==> config.mk <==
export PLATFORM = sky130hd
export DESIGN_NAME = cacheline_adaptor_p
export DESIGN_NICKNAME = d
export VERILOG_FILES = /design/src/rtl/cache_pkg.sv /design/src/rtl/cacheline_beat_buf.sv /design/src/rtl/cacheline_adaptor_p.sv
export SDC_FILE = /design/constraint.sdc
export NUM_CORES = 1
export LEC_CHECK = 0
export BUFFER_PORTS_ARGS = -buffer_cell sky130_fd_sc_hd__buf_4
export CAP_MARGIN = 10
export CORE_MARGIN = 1.5
export CORE_UTILIZATION = 30
export CTS_CLUSTER_SIZE = 40
export DETAILED_ROUTE_END_ITERATION = 10
export GPL_ROUTABILITY_DRIVEN = 0
export MAX_ROUTING_LAYER = met4
export PLACE_DENSITY = 0.6
export RECOVER_POWER = 50
export SLEW_MARGIN = 20
export SYNTH_ARGS = -nofsm -noshare
export SYNTH_HDL_FRONTEND = slang
export SYNTH_SLANG_ARGS = --single-unit
==> constraint.sdc <==
create_clock -name clk -period 3.28 [get_ports clk]
set_input_delay 0.328 -clock clk [delete_from_list [all_inputs] [get_ports clk]]
set_output_delay 0.328 -clock clk [all_outputs]
set_load 0.02 [all_outputs]
==> src/rtl/cache_pkg.sv <==
// cache_pkg: shared widths and FSM state type for the cache line adaptor
package cache_pkg;
  localparam int LINE_W  = 256;
  localparam int BURST_W = 64;
  localparam int ADDR_W  = 32;
  localparam int BEATS   = LINE_W / BURST_W;
  localparam int OFFS    = $clog2(LINE_W / 8);
  localparam int CNT_W   = $clog2(BEATS);
  typedef enum logic [1:0] {IDLE, RD, WR, DONE} adaptor_state_t;
endpackage

==> src/rtl/cacheline_beat_buf.sv <==
// cacheline_beat_buf: line register with whole-line load, beat write and beat read mux
module cacheline_beat_buf
  import cache_pkg::*;
(
  input  logic               clk,
  input  logic               rst,
  input  logic               load_i,
  input  logic [LINE_W-1:0]  line_i,
  input  logic               wr_i,
  input  logic [CNT_W-1:0]   idx_i,
  input  logic [BURST_W-1:0] beat_i,
  output logic [LINE_W-1:0]  line_o,
  output logic [BURST_W-1:0] beat_o
);
  logic [LINE_W-1:0] data_q, data_d;
  // whole-line load takes priority over a single beat write
  always_comb begin
    data_d = data_q;
    if (load_i) data_d = line_i;
    else if (wr_i) data_d[idx_i*BURST_W +: BURST_W] = beat_i;
  end
  // line storage, cleared by the active-low async reset
  always_ff @(posedge clk or negedge rst) begin
    if (!rst) data_q <= '0;
    else data_q <= data_d;
  end
  assign line_o = data_q;
  assign beat_o = data_q[idx_i*BURST_W +: BURST_W];
endmodule

==> src/rtl/cacheline_adaptor_p.sv <==
// cacheline_adaptor_p: line request to 4-beat memory burst adaptor (optional err_o via CACHELINE_ADAPTOR_ERR_EN)
module cacheline_adaptor_p
  import cache_pkg::*;
(
  input  logic               clk,
  input  logic               rst,
  input  logic [ADDR_W-1:0]  address_i,
  input  logic               read_i,
  input  logic               write_i,
  input  logic [LINE_W-1:0]  line_i,
  output logic [LINE_W-1:0]  line_o,
  output logic               resp_o,
`ifdef CACHELINE_ADAPTOR_ERR_EN
  output logic               err_o,
`endif
  output logic [ADDR_W-1:0]  address_o,
  output logic               read_o,
  output logic               write_o,
  output logic [BURST_W-1:0] burst_o,
  input  logic [BURST_W-1:0] burst_i,
  input  logic               resp_i
);
  adaptor_state_t state_q, state_d;
  logic [CNT_W-1:0] cnt_q, cnt_d;
  logic [ADDR_W-1:0] addr_q, addr_d;
  logic [LINE_W-1:0] line_q, line_d;
  logic [LINE_W-1:0] buf_line;
  logic [BURST_W-1:0] buf_beat;
  logic last;
  assign last = resp_i && (cnt_q == CNT_W'(BEATS - 1));
  // write-back data is loaded at accept; fill beats land at the current count
  cacheline_beat_buf u_buf (
    .clk    (clk),
    .rst    (rst),
    .load_i (state_q == IDLE && write_i),
    .line_i (line_i),
    .wr_i   (state_q == RD && resp_i),
    .idx_i  (cnt_q),
    .beat_i (burst_i),
    .line_o (buf_line),
    .beat_o (buf_beat)
  );
  // next state, beat count, latched address and fill line (line_o only moves on the last read beat)
  always_comb begin
    state_d = state_q;
    cnt_d = cnt_q;
    addr_d = addr_q;
    line_d = line_q;
    unique case (state_q)
      IDLE: if (write_i || read_i) begin
        state_d = write_i ? WR : RD;
        addr_d = address_i & ~ADDR_W'((1 << OFFS) - 1);
      end
      RD, WR: begin
        cnt_d = resp_i ? cnt_q + 1'b1 : cnt_q;
        state_d = last ? DONE : state_q;
        line_d = (state_q == RD && last) ? {burst_i, buf_line[LINE_W-BURST_W-1:0]} : line_q;
      end
      DONE: state_d = IDLE;
      default: state_d = IDLE;
    endcase
  end
  // state registers with active-low async reset
  always_ff @(posedge clk or negedge rst) begin
    if (!rst) begin
      state_q <= IDLE;
      cnt_q <= '0;
      addr_q <= '0;
      line_q <= '0;
    end else begin
      state_q <= state_d;
      cnt_q <= cnt_d;
      addr_q <= addr_d;
      line_q <= line_d;
    end
  end
  assign read_o = state_q == RD;
  assign write_o = state_q == WR;
  assign resp_o = state_q == DONE;
  assign burst_o = (state_q == WR) ? buf_beat : '0;
  assign address_o = addr_q;
  assign line_o = line_q;
`ifdef CACHELINE_ADAPTOR_ERR_EN
  logic err_q;
  // sticky flag for stray beats outside a burst or a conflicting request in IDLE
  always_ff @(posedge clk or negedge rst) begin
    if (!rst) err_q <= 1'b0;
    else err_q <= err_q | (resp_i && (state_q == IDLE || state_q == DONE)) | (state_q == IDLE && read_i && write_i);
  end
  assign err_o = err_q;
`endif
endmodule

# ---- Word level (Yosys, flattened, before mapping)
# Cells that the tools add are included.
dict set report classes {
  n_addsub 2
  eq_ne 6
  shift 3
  muxes 8
  reduce_logical 12
}
# op n
set op_table {}
lappend op_table {{$mux 256} 2}
lappend op_table {{$bwmux 256} 1}
lappend op_table {{$shift 64x34->256 const A} 1}
lappend op_table {{$shiftx 256x9->64} 1}
lappend op_table {{$shiftx 64x34->256} 1}
lappend op_table {{$mux 64} 1}
lappend op_table {{$neg 8->34} 1}
lappend op_table {{$reduce_and 2->1} 4}
lappend op_table {{$eq 2x2->1 const B} 3}
lappend op_table {{$mux 2} 3}
lappend op_table {{$pmux 2 s3} 1}
lappend op_table {{$logic_and 1x1->1} 4}
lappend op_table {{$add 2x1->2 const B} 1}
lappend op_table {{$eq 2x1->1 const B} 1}
lappend op_table {{$logic_not 2->1} 1}
lappend op_table {{$ne 2x1->1 const B} 1}
lappend op_table {{$ne 2x2->1 const B} 1}
lappend op_table {{$reduce_bool 2->1} 1}
lappend op_table {{$reduce_or 2->1} 1}
lappend op_table {{$logic_or 1x1->1} 1}
dict set report word_totals {
  regBits 543
  in_bits 357
  out_inout_bits 355
  wordCells 36
}

# ---- Depth between registers and ports, before layout
# Gate-level depths: netlist of the first run.
dict set report logic_depth {
  ltp_word 5
  ltp_mapped 9
  depth_no_buf 5
}

# ---- Hierarchy
# From an unflattened synthesis of the first run, not the netlist that was laid out.
dict set report unflattened {
  cells_unflattened 1647
  area_unflattened_um2 24888.9
}
# module instances cells_each area_each_um2 seq_area_each_um2
set modules_own_cells {}
lappend modules_own_cells {cacheline_beat_buf 1 946 12639.6 6406.1}
lappend modules_own_cells {cacheline_adaptor_p 1 701 12249.2 7181.9}

# ---- Worst setup path before layout of the first run
# No wires, ideal clock.
dict set report synth_timing {
  path_type {register to register}
  start {register cnt_q[1]}
  end {register u_buf.data_q[142] (netlist: u_buf.line_o[142])}
  setup_time_ps 126
  t_arrival_ps 2406
  required_time_ps 3154
  setup_slack_ps 748
  path_stages_with_launch 10
  path_buffers 4
  period_less_slack_ps 2532
  path_cell_list {dfrtp_1 -> buf_2 -> buf_1 -> inv_1 -> ha_1 -> nand2b_1 -> clkbuf_1 -> clkbuf_1 -> nor4_1 -> a221o_1}
}
dict set report synth_between {
  elab_chain_cells 5
  elab_cells_between_ends 6
  classes_between {add/sub (1); shift (2); mux (3)}
}
# item line_no
set synth_lines {}
lappend synth_lines {{start, declared} cacheline_adaptor_p.sv:24} ;# logic [CNT_W-1:0] cnt_q, cnt_d;
lappend synth_lines {{start signal, assigned} cacheline_adaptor_p.sv:72} ;# cnt_q <= cnt_d;
lappend synth_lines {{$neg 8->34 (*)} cacheline_beat_buf.sv:20} ;# else if (wr_i) data_d[idx_i*BURST_W +: BURST_W] = beat_i;
lappend synth_lines {{$shiftx 64x34->256 or $shift 64x34->256 (tied branches)} cacheline_beat_buf.sv:20}
lappend synth_lines {{$bwmux 256 (*)} cacheline_beat_buf.sv:20}
lappend synth_lines {{$mux 256 (*)} cacheline_beat_buf.sv:20}
lappend synth_lines {{$mux 256 (*)} cacheline_beat_buf.sv:19} ;# if (load_i) data_d = line_i;
lappend synth_lines {{end signal, assigned} cacheline_beat_buf.sv:25} ;# else data_q <= data_d;
lappend synth_lines {{end, declared} cacheline_beat_buf.sv:15} ;# logic [LINE_W-1:0] data_q, data_d;
# Every way passes the cells marked *; elsewhere a longest branch is shown, timed or not. The select of a mux whose other input is x is not followed.
# A chain may end at the register's enable or synchronous reset.

# ---- Worst setup path after layout of the first run
dict set report layout_timing {
  start {register state_q[0]}
  end {register u_buf.data_q[106] (netlist: u_buf.line_o[106])}
}
dict set report layout_between {
  elab_chain_cells 3
  elab_cells_between_ends 6
  classes_between {eq/ne (1); mux (1); reduce/logical (4)}
}
# item line_no
set layout_lines {}
lappend layout_lines {{start, declared} cacheline_adaptor_p.sv:23} ;# adaptor_state_t state_q, state_d;
lappend layout_lines {{start signal, assigned} cacheline_adaptor_p.sv:71} ;# state_q <= state_d;
lappend layout_lines {{$eq 2x1->1 or $logic_not 2->1 (tied branches)} {cacheline_adaptor_p.sv:37, cacheline_adaptor_p.sv:35}}
lappend layout_lines {{$logic_and 1x1->1 (on tied branches)} {cacheline_adaptor_p.sv:37, cacheline_adaptor_p.sv:35}}
lappend layout_lines {{$reduce_bool 2->1 (no source line) or $mux 256 (tied branches)} --}
# Several ways; a longest one is shown, not always the timed one.

==> metrics, run 1 <==
Clock transition at path regs=0.06 ns; async set-reset flop share out of synthesis=100%; worst ir drop on vdd=0.628 mV; Core Region=79400 µm²; reg2reg path depth=8; RSZ-0062 raised after global routing=false; Post-Synthesis Cells=1852; start point of the critical path=state_q[0]$_DFFE_PN0P_; EDFF count, synth=0; top post-synthesis cells by area=dfrtp_1 (56%), mux2_2 (12%), mux4_2 (6.0%), a221o_1 (5.3%), a22oi_1 (3.0%); fill cell count=7443; post-CTS setup repair buffer count=0; crit start category=flip-flop; via count=21100; clk_lat worst skew=0.63 ns; Slew HR=-24.1%; Chip Width=287 µm; H-Tree Level Count=2; Hold Path End=u_buf.line_o[70]$_DFFE_PN0P_; Critical Path Sink Type=flip-flop; Hold Startpoint=line_i[70]; GRT Residual Overflow=0; max-slew violation count=61; Final ANT Viol Nets=0; Primary FF master, synth=dfrtp_1; Lkg Pwr=16.8 nW; Area growth, synth to finish=45.7%; FF+latch count, synth=543; largest net degree at the start of global routing=131; die area=82400 µm²; fin crit period=3.06 ns; worst setup path class=reg -> reg; vias per inst=5.39; outcome=complete, but fails checks; hold depth=3; synthesized area=24200 µm²; Starting Density=30.5%; number of core rows=103; Tot Pwr=34.0 mW; multi-input logic area=9770 µm²; post-synthesis adder-cell area fraction=0.568%; DRC Markers=0; initial antenna violation count=6; count leader, synth=dfrtp_1; DRT Pass-1 Iters=7; failing checks=max-capacitance violations, max-slew violations; skew final=0.0175 ns; reg-to-reg endpoint=u_buf.line_o[106]$_DFFE_PN0P_; Yosys top cell by area=dfrtp_1; GRT Util Overall=24.4%; pre-CTS WS=0.495 ns; nets=3177; HP Class=in -> reg; post-synthesis compound-gate area fraction=14.0%; Post-Synth XOR/XNOR Area=0.0362%; Reg area=13600 µm²; Root Buffer=clkbuf_16; clk sinks=543; Starting DRT DRC Count=1639; maximum clock frequency=327 MHz; IO Pins=712; WP data required=3.78 ns; Worst R2R Start=state_q[0]$_DFFE_PN0P_; Clock Path Buffers=3; yosys synthesis warning count=0; post-route clock period utilization=93.2%; TNS Setup=0 ns; synth unique cells=35; share of layout cells above drive strength 1=35.3%; Final Worst Setup Slack=0.224 ns; post-synthesis simple-gate area fraction=7.38%; routed len/inst=25.6 µm; largest family of logic cells by synthesized area=multiplexers; DP Wirelength=64200 µm; Hold Fails Final Rpt=0; Die Ht=287 µm; CTS Buf Count=61; IO buf count=701; post-synth top area share=56.1%; Synth Area per Inst=13.1 µm²; max_cap viols=1; maximum net fanout on the critical path=53; mux cell area share after synthesis=17.8%; CTS tree=built; flop2flop setup slack=0.22 ns; Seq/Total Area, Yosys=56.1%; worst-margin pin slew=1.86 ns; vias in the first global route=22600; Final setup viols=0; top cells by count, synth=dfrtp_1 (543), mux2_2 (253), nand2_1 (132), a221o_1 (128), a22oi_1 (96); critical path data arrival time=3.55 ns; first-pass GRT wire length=147000 µm; WL final=100000 µm; Power per Cell Area=965 nW/µm²
==> worst max-delay path: stages, from the launching register on <==
cell and delay (ns):
dfrtp_1 0.41, inv_1 0.21, ha_4 0.38, buf_6 0.49, a32oi_4 0.14, buf_12 0.24
a22o_1 0.24, a21o_1 0.15, dlygate4sd3_1 0.56
==> cell usage in the layout (no fill, tap or decap), types with 65 or more instances in the layout <==
cell and n:
buf_4 545, dfrtp_1 541, clkbuf_1 200, o21ai_0 65
a221o_1 128, nand2_1 131, a22oi_1 96, dlygate4sd3_1 307
mux2_2 253
==> power by group <==
part	internal [mW]	switching (mW)	total, mW
logic	6.91	8.74	15.6
registers	9.59	2.03	11.6
clock network	3.91	2.86	6.77
total	20.4	13.6	34.0
==> per-layer routing <==
layer,part of all wire [%],track usage [%],up-vias
met5,0,-,-
met4,3.3,8.12,0
met3,8.7,5.40,219
met2,50,41.0,1059
met1,38,28.8,10900
li1,-,-,8945
==> flip-flops by register name, summed over array words and instances (netlist names) <==
| name | flops |
|---|---|
| cnt_q | 2 |
| state_q | 2 |
| line_o | 256 |
| u_buf.line_o | 256 |
| address_o | 27 |
==> cell families after synthesis <==
logic type / Yosys count
compound gates: 423
xor+xnor: 1
fa+ha+maj: 11
buf+inv: 217
flops: 543
mux: 320
other cells: 1
simple gates: 336
==> final cells by class <==
type | count | share of cell area, %
Inverter | 35 | 0.372
Clock inverter | 22 | 0.496
Tap cell | 1050 | 3.72
Multi-Input combinational cell | 1096 | 27.7
Antenna cell | 7 | 0.0496
Timing Repair Buffer | 1072 | 24.1
Clock buffer | 89 | 5.06
Sequential cell | 543 | 38.5
==> through the flow <==
stage | area, µm² | hold slack, ns | cells | util [%]
5_1_grt | 35300 | 0.0284 | 3912 | 44.4
2_1_floorplan | 24200 | 0.0324 | 1856 | -
3_5_place_dp | 31000 | 0.336 | 3489 | 39.0
3_3_place_gp | 31000 | 0.334 | 3489 | 39.0
4_1_cts | 36000 | 0.00264 | 3907 | 45.3
6_report | 35300 | 0.0434 | 3914 | 44.5
==> worst max-delay path by stage <==
stage	to	slack [ns]	cells after the start
floorplan	u_buf.line_o[142]$_DFFE_PN0P_	0.75	9
global route	u_buf.line_o[43]$_DFFE_PN0P_	0.05	8
finish	u_buf.line_o[106]$_DFFE_PN0P_	0.22	8
detailed placement	u_buf.line_o[135]$_DFFE_PN0P_	0.50	6
CTS	u_buf.line_o[97]$_DFFE_PN0P_	0.11	8
global placement	u_buf.line_o[147]$_DFFE_PN0P_	0.53	6
==> repair_timing <==
item / CTS / global route
setup endpoints to repair: 0 / 10
endpoints found under the hold margin: 369 / 0
gates resized for setup: 0 / 1
hold buffers: 307 / 0
Note: power is estimated with default switching activity, not from simulation.
==> inputs of run 2 (changes only) <==
--- a/config.mk
+++ b/config.mk
@@ -18,4 +18,5 @@
 export SLEW_MARGIN = 20
 export SYNTH_ARGS = -nofsm -noshare
 export SYNTH_HDL_FRONTEND = slang
+export SYNTH_HIERARCHICAL = 1
 export SYNTH_SLANG_ARGS = --single-unit
==> run 2 against run 1 <==
The run still ends with max-capacitance violations, max-slew violations left; global-route usage down 3.1 points; area after synthesis up 2.8%; die area up 2.8%; wire length down 11%; maximum frequency down 1.2%; sequential power about the same; via count down 9.0%; clock power up 3%; critical path depth unchanged; core utilization down 1.2 points; sequential share of layout area down 0.26 points; largest power group unchanged; highest routed layer unchanged.
==> metrics, run 2 <==
outcome=complete, but fails checks; failing checks=max-capacitance violations, max-slew violations; fin crit period=3.09 ns (+0.0385 ns); FF+latch count, synth=543 (unchanged); Min Hold Slack=0.0461 ns (+0.00273 ns); most frequent cells in the layout=dfrtp_1 (541), buf_4 (489), dlygate4sd3_1 (299); Worst R2R Start=state_q[1]$_DFFE_PN0P_; Power per Cell Area=958 nW/µm² (-0.66%); nets=2999 (-5.6%); worst ir drop on vdd=0.548 mV (-13%); Starting DRT DRC Count=1177 (-28%); crit start category=flip-flop; post-route clock period utilization=94.3% (+1.2 points); Reg area=13600 µm² (unchanged); Clock transition at path regs=0.06 ns (about the same); top post-synthesis cells by area=dfrtp_1 (55%), mux2_4 (14%), a22o_1 (9.0%), a21o_1 (7.7%), mux4_2 (5.8%); skew final=0.0252 ns (+0.00775 ns); worst-margin pin slew=1.93 ns (+0.0653 ns); Seq/Total Area, Yosys=54.6% (-1.5 points); IO buf count=701 (unchanged); CTS Buf Count=60 (-1.6%); fill cell count=7561 (+1.6%); DRT Pass-1 Iters=5 (-2); max_cap viols=4 (+3); DRC Markers=0 (unchanged); yosys synthesis warning count=6 (+6); Final setup viols=0 (unchanged); Final ANT Viol Nets=0 (unchanged); DP Area=31500 µm² (+1.6%); GRT Residual Overflow=0 (unchanged); async set-reset flop share out of synthesis=100% (unchanged); largest net degree at the start of global routing=91 (-31%); H-Tree Level Count=2 (unchanged); CTS tree=built; start point of the critical path=state_q[1]$_DFFE_PN0P_; max-slew violation count=211 (+250%); GRT Util Overall=21.2% (-3.1 points); TNS Setup=0 ns (unchanged); Chip Width=291 µm (+1.4%); critical path data arrival time=3.65 ns (+0.10 ns); die area=84700 µm² (+2.8%); HP Class=in -> reg; routed len/inst=23.7 µm (-7.3%); post-synth top area share=54.6% (-1.5 points); share of layout cells above drive strength 1=36.2% (+0.90 points); Primary FF master, synth=dfrtp_1; clk sinks=543 (unchanged); top cells by count, synth=dfrtp_1 (543), a21o_1 (256), a22o_1 (256), mux2_4 (240), clkbuf_1 (70); maximum clock frequency=323 MHz (-1.2%); Util after Layout=43.3% (-1.2 points); final instance area=35500 µm² (+0.67%); Area growth, synth to finish=42.7%; multi-input logic area=10500 µm² (+7.9%); IO Pins=712 (unchanged); count leader, synth=dfrtp_1; most common cell after layout, fill and taps aside=dfrtp_1; worst setup path class=reg -> reg; maximum net fanout on the critical path=88 (+66%); number of core rows=105 (+1.9%); Core Region=82100 µm² (+3.4%); via count=19200 (-9.0%); Slew HR=-28.4% (-4.4 points); Hold Startpoint=line_i[230]; WL final=89000 µm (-11%); first-pass GRT wire length=134000 µm (-8.6%); DP Wirelength=57800 µm (-10%); Synth Area per Inst=15.1 µm² (+16%); Clock Path Buffers=3 (unchanged); Starting Density=30.3% (-0.19 points); vias per inst=5.11 (-5.1%); Lkg Pwr=18.9 nW (+12%); initial antenna violation count=6 (unchanged); Hold Fails Final Rpt=0 (unchanged); EDFF count, synth=0 (unchanged); Post-Synthesis Cells=1647 (-11%); Die Ht=291 µm (+1.4%); synthesized area=24900 µm² (+2.8%); WP data required=3.83 ns (+0.05 ns); RSZ-0062 raised after global routing=false; Critical Path Sink Type=flip-flop; Yosys top cell by area=dfrtp_1; clk_lat worst skew=0.62 ns (about the same); synth unique cells=31 (-11%); Root Buffer=clkbuf_16; vias in the first global route=21300 (-6.0%)
-- run 2: repair_timing --
action	4_1_cts	5_1_grt
buffers inserted	0	0
hold endpoints to repair	422	0
hold buffers	299	0
resized for setup	0	0
-- run 2: worst paths after layout --
| check | end | slack, ns | cells past startpoint |
|---|---|---|---|
| setup / recovery | u_buf/line_o[125]$_DFFE_PN0P_ | 0.19 | 8 |
| hold / removal | u_buf/line_o[230]$_DFFE_PN0P_ | 0.05 | 3 |
| setup reg to reg | u_buf/line_o[125]$_DFFE_PN0P_ | 0.19 | 8 |
| hold reg to reg | address_o[31]$_DFFE_PN0P_ | 0.51 | 1 |
| max in group asynchronous | line_o[27]$_DFFE_PN0P_ | 0.56 | 3 |
| min in group asynchronous | line_o[152]$_DFFE_PN0P_ | 0.31 | 2 |
-- run 2: area by class of cell --
cell class / count / area share (%)
Sequential cell: 543 / 38.3
Multi-Input combinational cell: 967 / 29.7
Timing Repair Buffer: 1053 / 22.5
Clock buffer: 92 / 5.08
Tap cell: 1070 / 3.77
Clock inverter: 18 / 0.641
Inverter: 5 / 0.0528
Antenna cell: 6 / 0.0423
-- run 2: report_power, final --
part,total [mW],switching [mW],internal (mW)
Clock,6.97,2.81,4.15
Sequential,11.7,2.13,9.58
Combinational,15.4,7.54,7.82
-- run 2: worst max-delay path, cell delays in order (launching register included) --
cell and delay [ns]:
dfrtp_1 0.42, inv_1 0.15, ha_1 0.34, and2_4 0.31, buf_12 0.41, buf_4 0.43
a22o_1 0.22, a21o_1 0.09, dlygate4sd3_1 0.54
-- run 2: stage by stage --
| stage | std cells | total power [mW] | setup WS [ns] |
|---|---|---|---|
| 2_1_floorplan | 1651 | 21.0 | 0.793 |
| 3_3_place_gp | 3339 | 26.8 | 0.846 |
| 3_5_place_dp | 3339 | 27.2 | 0.803 |
| 4_1_cts | 3748 | 35.1 | 0.261 |
| 5_1_grt | 3754 | 35.7 | 0.0711 |
| 6_report | 3754 | 34.0 | 0.186 |
-- run 2: kinds of logic after synthesis --
kind of cell	synth area share, %
multiplexers	22.3
AND/OR/NAND/NOR	2.10
AO/OA/AOI/OAI	17.0
buffers and inverters	3.33
adder cells (fa/ha/maj)	0.603
flip-flops	54.6
other	0.0151
XOR/XNOR	0.0352
-- run 2: per-layer routing --
layer | vias up | wire length, µm | GRT usage (%)
li1 | 8170 | - | -
met3 | 248 | 7120 | 5.04
met4 | 0 | 3660 | 9.00
met1 | 9815 | 34300 | 25.1
met5 | - | 0 | -
met2 | 957 | 43900 | 34.6
==> inputs of run 3 (changes only) <==
--- a/config.mk
+++ b/config.mk
@@ -7,15 +7,15 @@
 export LEC_CHECK = 0
 export BUFFER_PORTS_ARGS = -buffer_cell sky130_fd_sc_hd__buf_4
 export CAP_MARGIN = 10
-export CORE_MARGIN = 1.5
-export CORE_UTILIZATION = 30
+export CORE_AREA = 2 2 278 280
 export CTS_CLUSTER_SIZE = 40
 export DETAILED_ROUTE_END_ITERATION = 10
+export DIE_AREA = 0 0 280 282
 export GPL_ROUTABILITY_DRIVEN = 0
 export MAX_ROUTING_LAYER = met4
-export PLACE_DENSITY = 0.6
+export PLACE_DENSITY = 0.57
 export RECOVER_POWER = 50
-export SLEW_MARGIN = 20
+export SLEW_MARGIN = 40
 export SYNTH_ARGS = -nofsm -noshare
 export SYNTH_HDL_FRONTEND = slang
 export SYNTH_HIERARCHICAL = 1
==> run 3 against run 2 <==
The run still ends with max-capacitance violations, max-slew violations left; clock power rose by 7.3%; worst setup slack improved by 0.0099 ns; non-clock buffer count down 31; final area decreased by 0.25%; sequential power about the same; total power up 1.7%; critical path depth unchanged; wire length up 4.0%; register-to-register slack is essentially flat; hold slack got worse by 0.0079 ns.
==> metrics, run 3 (same netlist as run 2, synthesis figures left out) <==
crit start category=flip-flop; Final ANT Viol Nets=0 (unchanged); vias in the first global route=20900 (-1.9%); clk sinks=543 (unchanged); initial antenna violation count=8 (+2); Top Metal Used=met4; skew final=0.0130 ns (-0.0122 ns); Util after Layout=46.8% (+3.5 points); worst ir drop on vdd=0.496 mV (-9.5%); max-slew violation count=73 (-65%); Chip Width=280 µm (-3.8%); number of core rows=101 (-3.8%); IO Pins=712 (unchanged); IO buf count=701 (unchanged); Clock Path Buffers=3 (unchanged); HP Class=in -> reg; clock share of power=21.6% (+1.1 points); Area growth, synth to finish=42.4%; Crit path max-delay family=buffers and inverters; wire length on met1=37100 µm (+8.1%); Non-Filler Instances=3635 (-3.2%); RSZ-0062 raised after global routing=false; fin crit period=3.08 ns (-0.00991 ns); vias per inst=5.22 (+2.1%); Comb power frac=44.8% (-0.3 points); Cells after DPL=3254 (-2.5%); nets=2969 (-1.0%); DP Wirelength=60300 µm (+4.2%); largest net degree at the start of global routing=117 (+29%); CP max stage cell=dlygate4sd3_1; crit-path cells=inv_1, ha_1, and2_4, buf_4, buf_12, a22o_1, a21o_1, dlygate4sd3_1; Root Buffer=clkbuf_16; via count=19000 (-1.1%); WL final=92600 µm (+4.0%); CTS Buf Count=61 (+1.7%); Int Power=22.0 mW (+1.9%); worst-margin pin slew=2.52 ns (+0.593 ns); GRT Util Overall=23.5% (+2.3 points); hold depth=3 (unchanged); Critical Path Sink Type=flip-flop; maximum clock frequency=324 MHz (+0.32%); maximum net fanout on the critical path=116 (+32%); H-Tree Level Count=2 (unchanged); Net Sw Power=12.6 mW (+1.2%); Lkg Pwr=18.9 nW (+0.31%); Hold Fails Final Rpt=0 (unchanged); Die Ht=282 µm (-3.1%); first-pass GRT wire length=135000 µm (+0.76%); met2 WL post-DR=45700 µm (+4.2%); most frequent cells in the layout=dfrtp_1 (541), buf_4 (507), dlygate4sd3_1 (261), a22o_1 (256), a21o_1 (256); CP Buf/Inv Count=4 (unchanged); Core Region=75700 µm² (-7.8%); max_cap viols=1 (-3); largest stage delay on the critical path=0.54 ns (about the same); Starting DRT DRC Count=1378 (+17%); Starting Density=32.9% (+2.6 points); DRT Pass-1 Iters=5 (unchanged); post-route clock period utilization=94.0% (-0.30 points); TNS Setup=0 ns (unchanged); Min Hold Slack=0.0383 ns (-0.00788 ns); share of layout cells above drive strength 1=38.2% (+2.0 points); reg2reg path depth=8 (unchanged); Tot Pwr=34.6 mW (+1.7%); Seq pwr share=33.5% (-0.9 points); outcome=complete, but fails checks; Slew HR=-67.9% (-40 points); Clock transition at path regs=0.06 ns (about the same); Final setup viols=0 (unchanged); most common cell after layout, fill and taps aside=dfrtp_1; WP depth=8 (unchanged); die area=79000 µm² (-6.8%); worst setup path class=reg -> reg; routed len/inst=25.5 µm (+7.4%); DRC Markers=0 (unchanged); CTS tree=built; WP data required=3.81 ns (-0.02 ns); WL met3=6370 µm (-10%); clk_lat worst skew=0.60 ns (-0.02 ns); fill cell count=6833 (-9.6%); GRT Residual Overflow=0 (unchanged); critical path data arrival time=3.62 ns (-0.03 ns); failing checks=max-capacitance violations, max-slew violations; Power per Cell Area=976 nW/µm² (+1.9%); Sw Share=36.5% (-0.17 points)
==> run 3: cell count changes in the layout (fill, tap and decap cells not counted), moves of 2 or more <==
cell,previous run,this run
clkinv_4,0,3
inv_6,2,0
dlygate4sd3_1,299,261
bufinv_16,5,10
clkbuf_4,0,2
clkbuf_1,256,226
buf_12,18,25
buf_4,489,507
buf_6,0,3
clkinvlp_4,2,4
==> run 3: final timing paths <==
check | startpoint | slack (ns) | end
min in group asynchronous | rst | 1.02 | line_o[90]$_DFFE_PN0P_
min reg2reg | address_o[25]$_DFFE_PN0P_ | 0.50 | address_o[25]$_DFFE_PN0P_
max in group asynchronous | rst | 0.37 | u_buf/line_o[238]$_DFFE_PN0P_
max reg2reg | state_q[1]$_DFFE_PN0P_ | 0.20 | u_buf/line_o[27]$_DFFE_PN0P_
max | state_q[1]$_DFFE_PN0P_ | 0.20 | u_buf/line_o[27]$_DFFE_PN0P_
min | line_i[108] | 0.04 | u_buf/line_o[108]$_DFFE_PN0P_
==> run 3: layout make-up <==
cell class / instances / area, µm² / area share [%]
repair buffers: 1022 / 7840 / 22.1
inverters: 5 / 18.8 / 0.0530
well taps: 978 / 1220 / 3.45
multi-input cells: 967 / 10500 / 29.8
flip-flops and latches: 543 / 13600 / 38.4
clock inverters: 28 / 418 / 1.18
diodes: 7 / 17.5 / 0.0494
clock buffers: 85 / 1780 / 5.01
==> run 3: what timing repair did <==
action | CTS | global route
hold buffers | 260 | 1
endpoints found under the setup margin | 19 | 5
pin swaps | 0 | 0
resized for setup | 2 | 1
setup buffers | 0 | 0
endpoints found under the hold margin | 412 | 1
==> run 3: metrics by stage <==
| stage | instance area [µm²] | worst slack (ns) |
|---|---|---|
| 3_5_place_dp | 31500 | 0.646 |
| 4_1_cts | 36300 | 0.118 |
| 5_1_grt | 35400 | 0.0584 |
| 2_1_floorplan | 24900 | 0.793 |
| 6_report | 35400 | 0.196 |
| 3_3_place_gp | 31400 | 0.590 |
==> run 3: metal layers <==
metal	vias to the layer above	GRT usage (%)
met4	0	8.57
met2	805	38.6
met5	-	-
met1	9861	28.6
li1	8103	-
met3	206	4.99
==> run 3: worst min-delay path, stage by stage <==
cell	delay, ns
buf_4	0.08
a22o_1	0.13
a21o_1	0.08
==> run 3: power by group through the flow <==
stage          clock [mW]  combinational [mW]  sequential (mW)
6_report             7.48                15.5             11.6
5_1_grt              7.93                16.4             12.0
4_1_cts              7.66                16.5             11.6
3_5_place_dp            0                15.7             11.7
3_3_place_gp            0                15.5             11.6
2_1_floorplan           0                8.24             12.8
